$ cat src/rtl/wb_master_lsu.sv
// wb_master_lsu
// Wishbone initiator for single load/store requests from the core.
// Builds byte-lane selects and lane-replicated store data, sign- or
// zero-extends load data, rejects misaligned/illegal accesses without
// touching the bus, and aborts a bus cycle that is never acknowledged.
//
// Ports:
//   i_clk, i_rst_n              clock, async active-low reset
//   i_req, i_we, i_size,        request: start, store/load, size
//   i_unsigned, i_addr, i_wdata   (00 byte, 01 half, 10 word), ext mode,
//                                 byte address, right-aligned store data
//   o_busy, o_done, o_err       status: not idle, completion pulse, error
//   o_rdata                     extended load data (held between loads)
//   o_wb_cyc/stb/we/addr/       Wishbone master outputs
//     data/sel
//   i_wb_ack, i_wb_stall,       Wishbone slave responses
//     i_wb_data
module wb_master_lsu #(
  parameter int ADDR_WIDTH     = 32,
  parameter int TIMEOUT_CYCLES = 16
) (
  input  logic                  i_clk,
  input  logic                  i_rst_n,
  input  logic                  i_req,
  input  logic                  i_we,
  input  logic [1:0]            i_size,
  input  logic                  i_unsigned,
  input  logic [ADDR_WIDTH-1:0] i_addr,
  input  logic [31:0]           i_wdata,
  output logic                  o_busy,
  output logic                  o_done,
  output logic                  o_err,
  output logic [31:0]           o_rdata,
  output logic                  o_wb_cyc,
  output logic                  o_wb_stb,
  output logic                  o_wb_we,
  output logic [ADDR_WIDTH-1:0] o_wb_addr,
  output logic [31:0]           o_wb_data,
  output logic [3:0]            o_wb_sel,
  input  logic                  i_wb_ack,
  input  logic                  i_wb_stall,
  input  logic [31:0]           i_wb_data
);

  typedef enum logic [1:0] {
    IDLE = 2'd0,
    REQ  = 2'd1,
    WAIT = 2'd2,
    DONE = 2'd3
  } state_t;

  localparam int              CNT_W    = $clog2(TIMEOUT_CYCLES);
  localparam logic [CNT_W-1:0] CNT_LAST = CNT_W'(TIMEOUT_CYCLES - 1);

  // Byte-lane enables for an access of the given size at byte offset lo.
  function automatic logic [3:0] lane_sel(input logic [1:0] size, input logic [1:0] lo);
    case (size)
      2'b00:   lane_sel = 4'b0001 << lo;
      2'b01:   lane_sel = 4'b0011 << lo;
      2'b10:   lane_sel = 4'b1111;
      default: lane_sel = 4'b0000;
    endcase
  endfunction

  // Store data replicated across all lanes so the slave picks it up
  // from whichever lanes are selected.
  function automatic logic [31:0] store_data(input logic we, input logic [1:0] size,
                                             input logic [31:0] wdata);
    if (!we) begin
      store_data = 32'h0000_0000;
    end else begin
      case (size)
        2'b00:   store_data = {4{wdata[7:0]}};
        2'b01:   store_data = {2{wdata[15:0]}};
        default: store_data = wdata;
      endcase
    end
  endfunction

  // Accesses that must be rejected before any bus cycle is started.
  function automatic logic bad_access(input logic [1:0] size, input logic [1:0] lo);
    case (size)
      2'b00:   bad_access = 1'b0;
      2'b01:   bad_access = lo[0];
      2'b10:   bad_access = |lo;
      default: bad_access = 1'b1;
    endcase
  endfunction

  // Pick the addressed lane(s) out of the bus word and extend to 32 bits.
  function automatic logic [31:0] load_extend(input logic [1:0] size, input logic uns,
                                              input logic [1:0] lo, input logic [31:0] word);
    logic [31:0] sh;
    sh = word >> {lo, 3'b000};
    case (size)
      2'b00:   load_extend = {{24{~uns & sh[7]}},  sh[7:0]};
      2'b01:   load_extend = {{16{~uns & sh[15]}}, sh[15:0]};
      default: load_extend = word;
    endcase
  endfunction

  state_t                  state_r, state_nxt_s;
  logic [CNT_W-1:0]        cnt_r, cnt_nxt_s;
  logic [1:0]              size_r, size_nxt_s;
  logic                    uns_r, uns_nxt_s;
  logic [1:0]              lo_r, lo_nxt_s;
  logic                    busy_nxt_s, done_nxt_s, err_nxt_s;
  logic [31:0]             rdata_nxt_s;
  logic                    cyc_nxt_s, stb_nxt_s, we_nxt_s;
  logic [ADDR_WIDTH-1:0]   addr_nxt_s;
  logic [31:0]             wbdata_nxt_s;
  logic [3:0]              sel_nxt_s;
  logic                    ack_s;

  // An ack only counts in REQ once stb is accepted, or anywhere in WAIT.
  always_comb begin
    ack_s = 1'b0;
    if ((state_r == REQ && !i_wb_stall) || state_r == WAIT) begin
      ack_s = i_wb_ack;
    end else begin
      ack_s = 1'b0;
    end
  end

  // Next-state and next-output logic; every output is registered below.
  always_comb begin
    state_nxt_s  = state_r;
    cnt_nxt_s    = cnt_r;
    size_nxt_s   = size_r;
    uns_nxt_s    = uns_r;
    lo_nxt_s     = lo_r;
    done_nxt_s   = 1'b0;
    err_nxt_s    = 1'b0;
    rdata_nxt_s  = o_rdata;
    cyc_nxt_s    = o_wb_cyc;
    stb_nxt_s    = o_wb_stb;
    we_nxt_s     = o_wb_we;
    addr_nxt_s   = o_wb_addr;
    wbdata_nxt_s = o_wb_data;
    sel_nxt_s    = o_wb_sel;
    case (state_r)
      IDLE: begin
        if (i_req) begin
          size_nxt_s   = i_size;
          uns_nxt_s    = i_unsigned;
          lo_nxt_s     = i_addr[1:0];
          we_nxt_s     = i_we;
          addr_nxt_s   = {i_addr[ADDR_WIDTH-1:2], 2'b00};
          wbdata_nxt_s = store_data(i_we, i_size, i_wdata);
          sel_nxt_s    = lane_sel(i_size, i_addr[1:0]);
          if (bad_access(i_size, i_addr[1:0])) begin
            state_nxt_s = DONE;
            done_nxt_s  = 1'b1;
            err_nxt_s   = 1'b1;
          end else begin
            state_nxt_s = REQ;
            cyc_nxt_s   = 1'b1;
            stb_nxt_s   = 1'b1;
            cnt_nxt_s   = '0;
          end
        end else begin
          state_nxt_s = IDLE;
        end
      end
      REQ, WAIT: begin
        if (ack_s) begin
          state_nxt_s = DONE;
          done_nxt_s  = 1'b1;
          cyc_nxt_s   = 1'b0;
          stb_nxt_s   = 1'b0;
          if (!o_wb_we) begin
            rdata_nxt_s = load_extend(size_r, uns_r, lo_r, i_wb_data);
          end else begin
            rdata_nxt_s = o_rdata;
          end
        end else if (cnt_r == CNT_LAST) begin
          // Limit reached with no ack: abandon the cycle, keep o_rdata.
          state_nxt_s = DONE;
          done_nxt_s  = 1'b1;
          err_nxt_s   = 1'b1;
          cyc_nxt_s   = 1'b0;
          stb_nxt_s   = 1'b0;
        end else begin
          cnt_nxt_s = cnt_r + CNT_W'(1);
          if (state_r == REQ && !i_wb_stall) begin
            stb_nxt_s   = 1'b0;
            state_nxt_s = WAIT;
          end else begin
            state_nxt_s = state_r;
          end
        end
      end
      DONE: begin
        state_nxt_s = IDLE;
      end
      default: begin
        state_nxt_s = IDLE;
        cyc_nxt_s   = 1'b0;
        stb_nxt_s   = 1'b0;
      end
    endcase
    busy_nxt_s = (state_nxt_s != IDLE);
  end

  // State, request context and all outputs.
  always_ff @(posedge i_clk or negedge i_rst_n) begin
    if (!i_rst_n) begin
      state_r   <= IDLE;
      cnt_r     <= '0;
      size_r    <= 2'b00;
      uns_r     <= 1'b0;
      lo_r      <= 2'b00;
      o_busy    <= 1'b0;
      o_done    <= 1'b0;
      o_err     <= 1'b0;
      o_rdata   <= 32'h0000_0000;
      o_wb_cyc  <= 1'b0;
      o_wb_stb  <= 1'b0;
      o_wb_we   <= 1'b0;
      o_wb_addr <= '0;
      o_wb_data <= 32'h0000_0000;
      o_wb_sel  <= 4'b0000;
    end else begin
      state_r   <= state_nxt_s;
      cnt_r     <= cnt_nxt_s;
      size_r    <= size_nxt_s;
      uns_r     <= uns_nxt_s;
      lo_r      <= lo_nxt_s;
      o_busy    <= busy_nxt_s;
      o_done    <= done_nxt_s;
      o_err     <= err_nxt_s;
      o_rdata   <= rdata_nxt_s;
      o_wb_cyc  <= cyc_nxt_s;
      o_wb_stb  <= stb_nxt_s;
      o_wb_we   <= we_nxt_s;
      o_wb_addr <= addr_nxt_s;
      o_wb_data <= wbdata_nxt_s;
      o_wb_sel  <= sel_nxt_s;
    end
  end

endmodule

$ cat config.mk
export PLATFORM = sky130hd
export DESIGN_NAME = wb_master_lsu
export DESIGN_NICKNAME = d
export VERILOG_FILES = /design/src/rtl/wb_master_lsu.sv
export SDC_FILE = /design/constraint.sdc
export NUM_CORES = 1
export LEC_CHECK = 0
export ABC_AREA = 1
export CELL_PAD_IN_SITES_DETAIL_PLACEMENT = 1
export CELL_PAD_IN_SITES_GLOBAL_PLACEMENT = 1
export CORE_MARGIN = 2
export CORE_UTILIZATION = 34
export DETAILED_ROUTE_END_ITERATION = 10
export MAX_ROUTING_LAYER = met4
export PLACE_DENSITY_LB_ADDON = 0.2
export SLEW_MARGIN = 30
export SYNTH_ARGS = -nofsm -noshare
export SYNTH_HDL_FRONTEND = slang
export SYNTH_SLANG_ARGS = --single-unit
$ cat constraint.sdc
create_clock -name i_clk -period 3.95 [get_ports i_clk]
set_input_delay 0.5925 -clock i_clk [delete_from_list [all_inputs] [get_ports i_clk]]
set_output_delay 0.5925 -clock i_clk [all_outputs]
set_load 0.03 [all_outputs]
## Word level (Yosys, flattened, before mapping)

Index checks and enable logic that the tools add are counted.

- Equality and inequality tests: 13
- Muxes and demuxes: 35
- Shifts and indexed selects: 3
- Bitwise operators: 4
- Add/sub/neg operators: 1
- Reduce and logical (&&, ||, !) cells: 15

Operator list:

| cell | count |
|---|---|
| $pmux W32 S2 | 2 |
| $mux W32 | 1 |
| $shr A32 B5 Y16 | 1 |
| $mux W4 | 4 |
| $mux W1 | 15 |
| $pmux W4 S3 | 1 |
| $mux W2 | 5 |
| $ne A2 B2 Y1 const B | 4 |
| $pmux W1 S2 | 4 |
| $pmux W4 S2 | 1 |
| $reduce_and A4 Y1 | 2 |
| $eq A2 B1 Y1 const B | 3 |
| $eq A2 B2 Y1 const B | 3 |
| $logic_not A2 Y1 | 3 |
| $pmux W2 S3 | 1 |
| $reduce_and A5 Y1 | 1 |
| $add A4 B1 Y4 const B | 1 |
| $eq A4 B4 Y1 const B | 1 |
| $ne A4 B4 Y1 const B | 1 |
| $reduce_bool A2 Y1 | 2 |
| $reduce_or A2 Y1 | 2 |
| $shl A1 B2 Y4 const A | 1 |
| $shl A2 B2 Y4 const A | 1 |
| $ne A3 B3 Y1 const B | 1 |
| other kinds (8) | 10 |

- Word-level logic and storage cells: 86
- Output and inout port bits: 106
- Input port bits: 105
- Bits in registers: 115

## Depth between registers and ports, before layout

- Depth after elaboration: 8
- Gate-level depth with buffers: 10
- Depth with buffers taken out: 10

## Least setup slack after synthesis

Ideal clock, no wire load.

- Path type: register -> register
- From: register state_r[0]
- To: register o_rdata[28]
- Clock period less this slack: 1.737 ns
- Path slack: 2.213 ns
- Arrival time: 1.624 ns
- Cell stages (with the launch flop): 11
- Setup time: 0.113 ns
- Path buffers: 1
- Required time: 3.837 ns
- Cells stage by stage: dfrtp_1 inv_1 ha_1 inv_2 nor2_1 nand3_2 inv_1 buf_2 or2_2 nand2_1 inv_1

- Longest elaborated chain between the ends: 5
- Elaborated cells between the ends (all ways): 7
- Those cells by class: 2 x eq/ne; 1 x mux; 4 x reduce/logical

Ends and longest elaborated chain:

| item | line | text |
|---|---|---|
| from (decl) | 102 | `state_t state_r, state_nxt_s;` |
| from (signal assigned) | 224 | `state_r <= state_nxt_s;` |
| $eq A2 B1 Y1 | 118, 141 |  |
| $logic_and A1 B1 Y1 | 118 | `if ((state_r == REQ && !i_wb_stall) \|\| state_r == WAIT) begin` |
| $logic_or A1 B1 Y1 | 118 |  |
| $mux W1 | 118 |  |
| $reduce_and A3 Y1 (no source line) (*) | -- |  |
| to (signal assigned) | 232 | `o_rdata <= rdata_nxt_s;` |
| to (decl) | 33 | `output logic [31:0] o_rdata,` |

Every way passes the cells marked *; elsewhere a longest branch is shown, timed or not.
A chain may end at the register's enable or synchronous reset.

## Final worst setup path

- From: input port i_size[1]
- To: register o_wb_sel[1]

- Longest elaborated chain between the ends: 2
- Elaborated cells between the ends (all ways): 4
- Those cells by class: 2 x eq/ne; 1 x mux; 1 x reduce/logical

Ends and longest elaborated chain:

| item | line | text |
|---|---|---|
| from (decl) | 26 | `input logic [1:0] i_size,` |
| $eq A2 B2 Y1, or another cell as far along | 57 | `case (size)` |
| $pmux W4 S3 (*) | 57 |  |
| to (signal assigned) | 238 | `o_wb_sel <= sel_nxt_s;` |
| to (decl) | 39 | `output logic [3:0] o_wb_sel,` |

Marks and branches as above.

==> key figures <==
Clock network
  – CTS Buf Count: 17
  – Root buf cell: clkbuf_16
  – Postcts setup bufs: 0
  – Post-cts sizing count: 0
  – Max clock buf depth: 2
  – CTS Sinks: 115
  – CTS tree: done
  – Clock transition at path regs: 0.06 ns
  – Clk Latency, worst-skew pair: 0.42 ns
  – Hold-fix buffers, CTS: 0
  – Htree depth: 4

Route
  – DR WL/cell: 15.62 um
  – Total number of vias: 5759
  – Post-route ant nets: 0
  – First-pass DRT Iterations: 4
  – Iteration-0 DRC Markers: 241
  – Detailed-route wire length: 19020 um
  – Vias per inst: 4.728
  – # DRC: 0

Setup path
  – WP data arrival: 2.81 ns
  – Crit path top cell by count: nor2_1
  – CP cell instances: clkdlybuf4s50_1 -> clkinv_1 -> nor2_1 -> nor2_1 -> a21oi_1
  – Crit-path max FO: 23
  – Worst path max stage delay: 0.98 ns
  – Worst setup startpoint: i_size[1]
  – Crit path max-delay family: buffers and inverters
  – Crit path buffers/inverters: 2
  – Reg-to-Reg Start: state_r[0]$_DFF_PN0_
  – Critical path's slowest cell: clkdlybuf4s50_1
  – CP Launch Type: input pin
  – Crit end category: flop
  – Crit path kind: input pin to flop
  – Required @ worst endpoint: 4.29 ns

Synthesis
  – Most common cell in the netlist: nand2_1
  – Post-synth EDFFs: 0
  – Yosys top cell area share: 0.4908
  – Cell variety after synth: 30
  – Synth Register Bits: 115
  – FFs w/ async S/R, synth: 1.000
  – Most common flop cell mapped by yosys: dfrtp_1
  – Area contributors post-synth: dfrtp_1, nand2_1, inv_1, nor2_1, a21oi_1
  – Commonest cells in the netlist: nand2_1, dfrtp_1, inv_1
  – Mapped Cells: 781
  – Cell Area, Synth: 5863 um2
  – Syn Area/Cell: 7.507 um2
  – Synth warn: 0
  – Post-synthesis sequential area ratio: 0.4908
  – Yosys top cell by area: dfrtp_1

Hold path
  – Hold/Removal Path Class: input pin to asynchronous set/reset pin

Cells and area
  – Non-Filler Instances: 1218
  – Area Growth Syn to Fin: 48.38%
  – Nets: 1091
  – N_diodes: 0
  – Final non-filler cell area: 8700 um2
  – Share of cells above drive strength 1: 0.08056

Timing
  – Worst-margin pin slew: 0.9311 ns
  – Final hold viol count: 0
  – Max-slew violation count: 0
  – Finish-stage setup viols: 0
  – Fin crit share: 0.6266
  – Setup_tns: 0 ns
  – RSZ-0062 raised after global routing: false
  – Clk_skew: 0.009889 ns
  – Tmin final: 2.475 ns
  – Relative slew slack: 0.3793
  – Fmax: 404.0 MHz

Die
  – Core Region: 17060 um2
  – Num rows: 48
  – Chip width: 135.3 um
  – Die height: 135.3 um
  – I/O pins: 211
  – Total die area: 18310 um2
  – Initial core utilization: 0.3437

Global route
  – Total gr overflow: 0
  – Initial antenna violation count: 0
  – Largest net degree at the start of global routing: 76
  – First-pass GRT wire length: 30900 um
  – Number of global-route vias before repair: 6103
  – Overall Global Routing Usage: 0.2229

Place
  – DP HPWL: 13400 um
  – Port buffer count: 208
  – Cell total after placement: 1186
  – Routability cong.: 0.8055
  – Placed Instance Area: 8108 um2

Power and ir drop
  – Leakage power figure: 4.368 nW
  – Cell Pwr Density: 851.1 nW/um2
  – Worst IR drop on VDD: 0.3664 mV

Outcome
  – Status: finished, final reports clean

Run
  – MaxCap Viol Count: 0
==> report_power, final <==
| part | internal (mW) | leakage, nW | switching (mW) |
|---|---|---|---|
| Clock | 0.951 | 0.280 | 0.596 |
| Sequential | 1.72 | 1.42 | 0.390 |
| Combinational | 1.47 | 2.67 | 2.27 |
| Total | 4.15 | 4.37 | 3.26 |
==> per-layer routing <==
| layer | global-route usage | part of all wire |
|---|---|---|
| met1 | 0.2799 | 0.45 |
| met2 | 0.3511 | 0.47 |
| met3 | 0.06360 | 0.067 |
| met4 | 0.06771 | 0.015 |
| met5 | - | 0 |
==> layout make-up <==
type	count	area [um2]
clock buffer	18	439.2
clock inverter	14	152.6
fill	2088	8357
inverter	99	371.6
multi-input combinational	535	2455
sequential	115	2878
tap	225	281.5
timing repair buffer	212	2122
==> stage by stage <==
stage          setup WS (ns)  power, mW  hold slack, ns    util
2_1_floorplan          2.213      4.325          0.2969       -
3_3_place_gp           1.055      5.819          0.4618  0.4754
3_5_place_dp           1.003      5.883          0.4659  0.4754
4_1_cts                1.436      7.497          0.2088  0.5101
5_1_grt                1.159      7.895          0.2369  0.5101
6_report               1.475      7.404          0.1888  0.5101
==> registers in the layout, summed over array words and instances (netlist names) <==
signal,cells
o_wb_sel,4
size_r,2
o_wb_data,32
o_wb_addr,30
lo_r,2
o_busy,1
o_wb_we,1
o_wb_cyc,1
o_wb_stb,1
state_r,2
uns_r,1
o_rdata,32
cnt_r,4
o_err,1
o_done,1
==> kinds of logic (layout without fill, tap and decap cells) <==
kind of cell               count (synthesis)  after routing  share of synthesized area
adders and majority gates                  6              6                    0.01280
other                                      1              2                  0.0006396
DFF                                      115            115                     0.4908
AOI/OAI and AO/OA                         94             94                    0.09496
buffers and inverters                    132            343                    0.09155
and+or+nand+nor                          433            433                     0.3092
==> path summary, 6_finish.rpt <==
check,to,slack [ns],cells past startpoint
worst max register to register,o_rdata[8]$_DFFE_PN0P_,1.74,9
min in group i_clk,o_wb_addr[30]$_DFFE_PN0P_,0.47,2
worst min-delay path,o_rdata[12]$_DFFE_PN0P_,0.19,1
worst min register to register,o_wb_addr[30]$_DFFE_PN0P_,0.47,2
worst max-delay path,o_wb_sel[1]$_DFFE_PN0P_,1.47,5
max in group asynchronous,o_wb_addr[2]$_DFFE_PN0P_,2.95,2
==> layout by cell type (no fill, tap or decap), types with 7 or more instances in the layout <==
master,n
inv_1,91
nand3_1,37
nand2_1,276
nor2_1,78
clkdlybuf4s50_1,207
clkbuf_16,17
o21ai_0,26
or2_2,25
dfrtp_1,115
a21oi_1,37
a2bb2oi_1,7
o211ai_1,20
(Power assumes the default switching activity.)
